$ cat src/rtl/rlo_stack_unit_pkg.sv
// Shared definitions for the RLO stack unit: opcode map, default nesting depth
// and the layout of one saved nesting level.
package rlo_stack_unit_pkg;

  localparam int STACK_DEPTH_DEFAULT = 8;

  typedef enum logic [3:0] {
    OP_NOP      = 4'h0,
    OP_LD       = 4'h1,
    OP_LDN      = 4'h2,
    OP_AND      = 4'h3,
    OP_ANDN     = 4'h4,
    OP_OR       = 4'h5,
    OP_ORN      = 4'h6,
    OP_XOR      = 4'h7,
    OP_PUSH_AND = 4'h8,
    OP_PUSH_OR  = 4'h9,
    OP_POP      = 4'hA,
    OP_SET      = 4'hB,
    OP_CLR      = 4'hC,
    OP_NOT      = 4'hD,
    OP_JMPC     = 4'hE,
    OP_JMPCN    = 4'hF
  } opcode_t;

  // Operation that combines a saved RLO with the inner result on POP.
  typedef enum logic {
    PEND_AND = 1'b0,
    PEND_OR  = 1'b1
  } pend_op_t;

  typedef struct packed {
    pend_op_t op;
    logic     value;
  } stack_entry_t;

endpackage

$ cat src/rtl/rlo_stack_unit_lifo.sv
// LIFO of saved nesting levels; push/pop are ignored when full/empty so the
// caller only has to flag the error.
module rlo_lifo
  import rlo_stack_unit_pkg::*;
#(
  parameter int DEPTH = STACK_DEPTH_DEFAULT,
  localparam int AW   = $clog2(DEPTH),
  localparam int DW   = AW + 1
) (
  input  logic         CLK,
  input  logic         CPU_Reset,
  input  logic         i_push,
  input  logic         i_pop,
  input  stack_entry_t i_data,
  output stack_entry_t o_top,
  output logic [DW-1:0] o_depth,
  output logic         o_full,
  output logic         o_empty
);

  stack_entry_t     r_mem [DEPTH];
  logic [DW-1:0]    r_depth;
  logic [DW-1:0]    w_top_ptr;
  logic [AW-1:0]    w_wr_idx;
  logic [AW-1:0]    w_top_idx;

  assign o_full    = (r_depth == DW'(DEPTH));
  assign o_empty   = (r_depth == '0);
  assign w_top_ptr = r_depth - DW'(1);
  assign w_wr_idx  = r_depth[AW-1:0];
  assign w_top_idx = w_top_ptr[AW-1:0];
  assign o_top     = r_mem[w_top_idx];
  assign o_depth   = r_depth;

  // NOTE: storage has no reset; entries at or above depth are never read, and
  // leaving them unreset lets the array map onto plain registers or RAM.
  always_ff @(posedge CLK) begin
    if (i_push && !o_full) begin
      r_mem[w_wr_idx] <= i_data;
    end
  end

  always_ff @(posedge CLK or posedge CPU_Reset) begin
    if (CPU_Reset) begin
      r_depth <= '0;
    end else if (i_push && !o_full) begin
      r_depth <= r_depth + DW'(1);
    end else if (i_pop && !o_empty) begin
      r_depth <= r_depth - DW'(1);
    end
  end

endmodule

$ cat src/rtl/rlo_stack_unit.sv
// PLC result-of-logic-operation unit: opcode decode, RLO register, sticky
// stack error flags and the conditional-jump decision pulse.
module rlo_stack_unit
  import rlo_stack_unit_pkg::*;
#(
  parameter int STACK_DEPTH = STACK_DEPTH_DEFAULT
) (
  input  logic                         CLK,
  input  logic                         CPU_Reset,
  input  logic                         RLO_EN,
  input  logic [3:0]                   RLO_OPCode,
  input  logic                         RLO_SrcSel,
  input  logic                         RLO_CmpResult,
  input  logic                         RLO_BitIn,
  output logic                         RLO_Value,
  output logic [$clog2(STACK_DEPTH):0] RLO_Depth,
  output logic                         RLO_Overflow,
  output logic                         RLO_Underflow,
  output logic                         RLO_CondTaken
);

  opcode_t      w_op;
  logic         w_opnd;
  logic         w_push;
  logic         w_pop;
  logic         w_full;
  logic         w_empty;
  stack_entry_t w_push_entry;
  stack_entry_t w_top;
  logic         w_rlo_nxt;
  logic         w_cond_nxt;
  logic         w_ovf_set;
  logic         w_unf_set;

  logic         r_rlo;
  logic         r_ovf;
  logic         r_unf;
  logic         r_cond;

  assign w_op   = opcode_t'(RLO_OPCode);
  assign w_opnd = RLO_SrcSel ? RLO_BitIn : RLO_CmpResult;

  // NOTE: every output of this block gets a default first, so no path can
  // leave a value unassigned and infer a latch.
  always_comb begin
    w_rlo_nxt    = r_rlo;
    w_cond_nxt   = 1'b0;
    w_push       = 1'b0;
    w_pop        = 1'b0;
    w_ovf_set    = 1'b0;
    w_unf_set    = 1'b0;
    w_push_entry = '{op: PEND_AND, value: r_rlo};
    if (RLO_EN) begin
      case (w_op)
        OP_LD:   w_rlo_nxt = w_opnd;
        OP_LDN:  w_rlo_nxt = !w_opnd;
        OP_AND:  w_rlo_nxt = r_rlo & w_opnd;
        OP_ANDN: w_rlo_nxt = r_rlo & !w_opnd;
        OP_OR:   w_rlo_nxt = r_rlo | w_opnd;
        OP_ORN:  w_rlo_nxt = r_rlo | !w_opnd;
        OP_XOR:  w_rlo_nxt = r_rlo ^ w_opnd;
        OP_PUSH_AND, OP_PUSH_OR: begin
          if (w_full) begin
            w_ovf_set = 1'b1;
          end else begin
            w_push          = 1'b1;
            w_push_entry.op = (w_op == OP_PUSH_OR) ? PEND_OR : PEND_AND;
            w_rlo_nxt       = w_opnd;
          end
        end
        OP_POP: begin
          if (w_empty) begin
            w_unf_set = 1'b1;
          end else begin
            w_pop     = 1'b1;
            w_rlo_nxt = (w_top.op == PEND_OR) ? (w_top.value | r_rlo)
                                              : (w_top.value & r_rlo);
          end
        end
        OP_SET:   w_rlo_nxt  = 1'b1;
        OP_CLR:   w_rlo_nxt  = 1'b0;
        OP_NOT:   w_rlo_nxt  = !r_rlo;
        OP_JMPC:  w_cond_nxt = r_rlo;
        OP_JMPCN: w_cond_nxt = !r_rlo;
        default:  ;
      endcase
    end
  end

  rlo_lifo #(.DEPTH(STACK_DEPTH)) u_lifo (
    .CLK       (CLK),
    .CPU_Reset (CPU_Reset),
    .i_push    (w_push),
    .i_pop     (w_pop),
    .i_data    (w_push_entry),
    .o_top     (w_top),
    .o_depth   (RLO_Depth),
    .o_full    (w_full),
    .o_empty   (w_empty)
  );

  // NOTE: state registers use non-blocking assignment so every flop samples
  // the pre-edge values, independent of block ordering.
  always_ff @(posedge CLK or posedge CPU_Reset) begin
    if (CPU_Reset) begin
      r_rlo  <= 1'b0;
      r_ovf  <= 1'b0;
      r_unf  <= 1'b0;
      r_cond <= 1'b0;
    end else begin
      r_rlo  <= w_rlo_nxt;
      r_ovf  <= r_ovf | w_ovf_set;
      r_unf  <= r_unf | w_unf_set;
      r_cond <= w_cond_nxt;
    end
  end

  assign RLO_Value     = r_rlo;
  assign RLO_Overflow  = r_ovf;
  assign RLO_Underflow = r_unf;
  assign RLO_CondTaken = r_cond;

endmodule

$ cat config.mk
export PLATFORM = sky130hd
export DESIGN_NAME = rlo_stack_unit
export DESIGN_NICKNAME = d
export VERILOG_FILES = /design/src/rtl/rlo_stack_unit_pkg.sv /design/src/rtl/rlo_stack_unit_lifo.sv /design/src/rtl/rlo_stack_unit.sv
export SDC_FILE = /design/constraint.sdc
export NUM_CORES = 1
export LEC_CHECK = 0
export CAP_MARGIN = 20
export CORE_AREA = 2 2 65 67
export CTS_CLUSTER_SIZE = 16
export DETAILED_ROUTE_END_ITERATION = 8
export DIE_AREA = 0 0 67 69
export GPL_TIMING_DRIVEN = 0
export HOLD_SLACK_MARGIN = 0.03
export PLACE_DENSITY_LB_ADDON = 0.2
export SLEW_MARGIN = 20
export SYNTH_ARGS = -nofsm -noshare
export SYNTH_HDL_FRONTEND = slang
export SYNTH_SLANG_ARGS = --single-unit
export TNS_END_PERCENT = 50
$ cat constraint.sdc
create_clock -name CLK -period 1.9 [get_ports CLK]
set_input_delay 0.38 -clock CLK [delete_from_list [all_inputs] [get_ports CLK]]
set_output_delay 0.38 -clock CLK [all_outputs]
set_load 0.01 [all_outputs]
==> results.cfg <==
[run_status]
outcome = finished, final reports clean

[critical_path]
setup.worst_path.start_class = register
r2r-end = RLO_Value
r2r_slack_ns = 0.04
critPathRequiredTime_ns = 2.06
path_class = register to register
rr_startpoint = u_lifo.o_depth[1]
worstPathMaxFanout = 6
crit_end = RLO_Value
reg2reg_depth = 8
startpoint = u_lifo.o_depth[1]
end_kind = register
arrival_ns = 2.02

[clocking]
cts-htree-levels = 1
cts_tree = done
cts_buffers = 3
path_clk_slew_ns = 0.09
cts_buffer_depth = 2
cts_hold_buffers = 0
root_buffer = clkbuf_8
cts_num_sinks = 24
insertion_delay_ns = 0.27

[finish]
syn2layout_area_growth_pct = 41.83
drive_gt1_share_pct = 38.32
finalNetCount = 180
layout_common_cells = buf_4, edfxtp_1, clkdlybuf4s50_1
n_antenna_cell = 0
utilization_pct = 51.05
final_common_cell = buf_4

[synthesis]
ys_types = 44
avgSynthCellArea_um2 = 11.18
synth_seq_cells = 24
synthArstFlopShare_pct = 33.33
yosysWarningCount = 0
postSynthCellCount = 126
synth-seq-area-share_pct = 48.31
synth-edff-count = 16
synth_area_um2 = 1409
synthFlopType = edfxtp_1
synth_fp_nets = 138

[placed_design]
place_hpwl_mm = 2.227
dp_slack_ns = -0.3946
gp_congestion = 0.7679
port_buffers = 17

[timing]
worstMarginPinSlew_ns = 0.3257
fin_worst_skew_ns = 0.01009
hold_viol_final = 0
finalCriticalPeriod_ns = 1.862
rsz0062_at_grt = true
timing.slew.headroom_pct = 78.27
setup_ws_ns = 0.03772
timing.final.crit_share_pct = 98.01
max_freq_mhz = 537.0
setup_viol = 0
slew_violations = 0

[global_routing]
grt_pass1_vias = 1061
grt_start_max_net_pins = 15
grt_overflow = 0
antenna_found_initial = 0
grt_pass1_wl_mm = 4.754
grt_usage_pct = 13.57

[power_and_ir_drop]
swShare_pct = 32.26
power_density_nw_per_um2 = 1256
vdd_ir_drop_max_mv = 0.5693
power_frac_seq_pct = 27.1
combPwrFrac_pct = 55.2
p_leak_nw = 0.8096
p_total_w = 0.002510
intPower_w = 0.001700
pwr-share-clk_pct = 17.6
p_switching_w = 0.0008096

[floorplan]
ios = 18
die_height_um = 69
rows = 23
die_w_um = 67
core-area_um2 = 3914
initial_core_util_pct = 36.00
dieArea_um2 = 4623

[drt]
drc = 0
postRouteAntennaNets = 0
drtIter0Drc = 52
vias = 1152
routed_wl_mm = 3.315
wl_per_cell_um = 15.28
routed_via_density = 5.309
drtPass1Iterations = 4

[run]
maxCapViolCount = 0

[min_path]
min_path_type = input port to async pin
-- critical path, cell delays in order (launching register included) --
cell and delay [ns]:
dfrtp_1 0.39, buf_8 0.15, inv_8 0.04, ha_4 0.29
mux4_2 0.33, o21ai_1 0.15, o32a_2 0.14, nor2_1 0.04
a211o_1 0.22
-- cells in the mapped netlist (2+ instances only) --
cell	instances	area (µm²)
edfxtp_1	16	480.5
a21oi_1	11	55.05
nor2_1	11	41.29
nand2_1	10	37.54
dfrtp_1	8	200.2
nor3_1	5	25.02
inv_1	4	15.01
mux4_1	4	105.1
o21ai_0	4	20.02
and2_2	3	22.52
buf_6	3	33.78
mux2_2	3	33.78
nand3_1	3	15.01
a21o_1	2	15.01
and3_1	2	12.51
and4bb_2	2	25.02
buf_2	2	10.01
clkbuf_1	2	7.510
ha_1	2	25.02
mux2i_1	2	20.02
nand2b_1	2	12.51
o41ai_1	2	17.52
xor2_1	2	17.52
-- worst min path at each step --
stage,start,endpoint,depth (start not counted)
after CTS,CPU_Reset,RLO_CondTaken,2
after floorplan,CPU_Reset,RLO_CondTaken,1
after detailed placement,RLO_Underflow,RLO_Underflow,1
final,CPU_Reset,u_lifo.o_depth[2],2
after global placement,RLO_Underflow,RLO_Underflow,1
after global routing,CPU_Reset,u_lifo.o_depth[3],2
-- metal layers --
| metal | vias up | part of all wire (%) | track usage [%] |
|---|---|---|---|
| met3 | 4 | 3.7 | 1.958 |
| met5 | - | 0 | 0 |
| met1 | 567 | 44 | 17.85 |
| li1 | 558 | - | - |
| met2 | 23 | 51 | 22.55 |
| met4 | 0 | 0.72 | 4.535 |
-- per-stage QoR --
step | area (µm²) | instances | hold slack [ns] | setup TNS, ns
detailed placement | 1675 | 193 | 0.4467 | -7.024
global placement | 1675 | 193 | 0.4422 | -6.439
finish | 1998 | 217 | 0.3683 | 0
CTS | 1768 | 199 | 0.3817 | -0.3019
floorplan | 1443 | 126 | 0.1956 | 0
global route | 1998 | 217 | 0.4231 | -0.06396
-- power by group through the flow --
stage | Combinational, W | Sequential (W) | Clock [W]
2_1_floorplan | 0.000628 | 0.000707 | 0
3_3_place_gp | 0.000894 | 0.000697 | 0
3_5_place_dp | 0.000904 | 0.000701 | 0
4_1_cts | 0.000964 | 0.000676 | 0.000452
5_1_grt | 0.00148 | 0.000690 | 0.000471
6_report | 0.00139 | 0.000681 | 0.000443
-- registers in the layout (all words and copies together), names as in the netlist --
signal / cells
RLO_CondTaken: 1
RLO_Overflow: 1
RLO_Underflow: 1
RLO_Value: 1
u_lifo.o_depth: 4
u_lifo.r_mem: 16
-- cell type report --
class / instances / area (µm²)
multi-input combinational: 89 / 719.4
inverter: 4 / 30.03
clock inverter: 1 / 30.03
tap: 50 / 62.56
clock buffer: 3 / 41.29
timing repair buffer: 38 / 352.8
sequential: 24 / 681.9
fill: 359 / 1916
buffer: 8 / 80.08
-- what timing repair did --
| item | CTS | global route |
|---|---|---|
| gates cloned | 0 | 1 |
| setup endpoints to repair | 9 | 25 |
| gates resized for setup | 6 | 31 |
| setup buffers | 2 | 18 |
| pin swaps | 0 | 7 |
-- kinds of logic (layout without fill, tap and decap cells) --
kind of cell | after synthesis | after routing | share of synthesized area, %
DFF | 24 | 24 | 48.31
adders and majority gates | 2 | 2 | 1.776
muxes | 9 | 9 | 11.28
buffers and inverters | 13 | 54 | 5.595
and+or+nand+nor | 45 | 45 | 17.23
xor gates and xnor gates | 3 | 3 | 1.865
AOI/OAI and AO/OA | 30 | 30 | 13.94
Note: power is estimated with default switching activity, not from simulation.
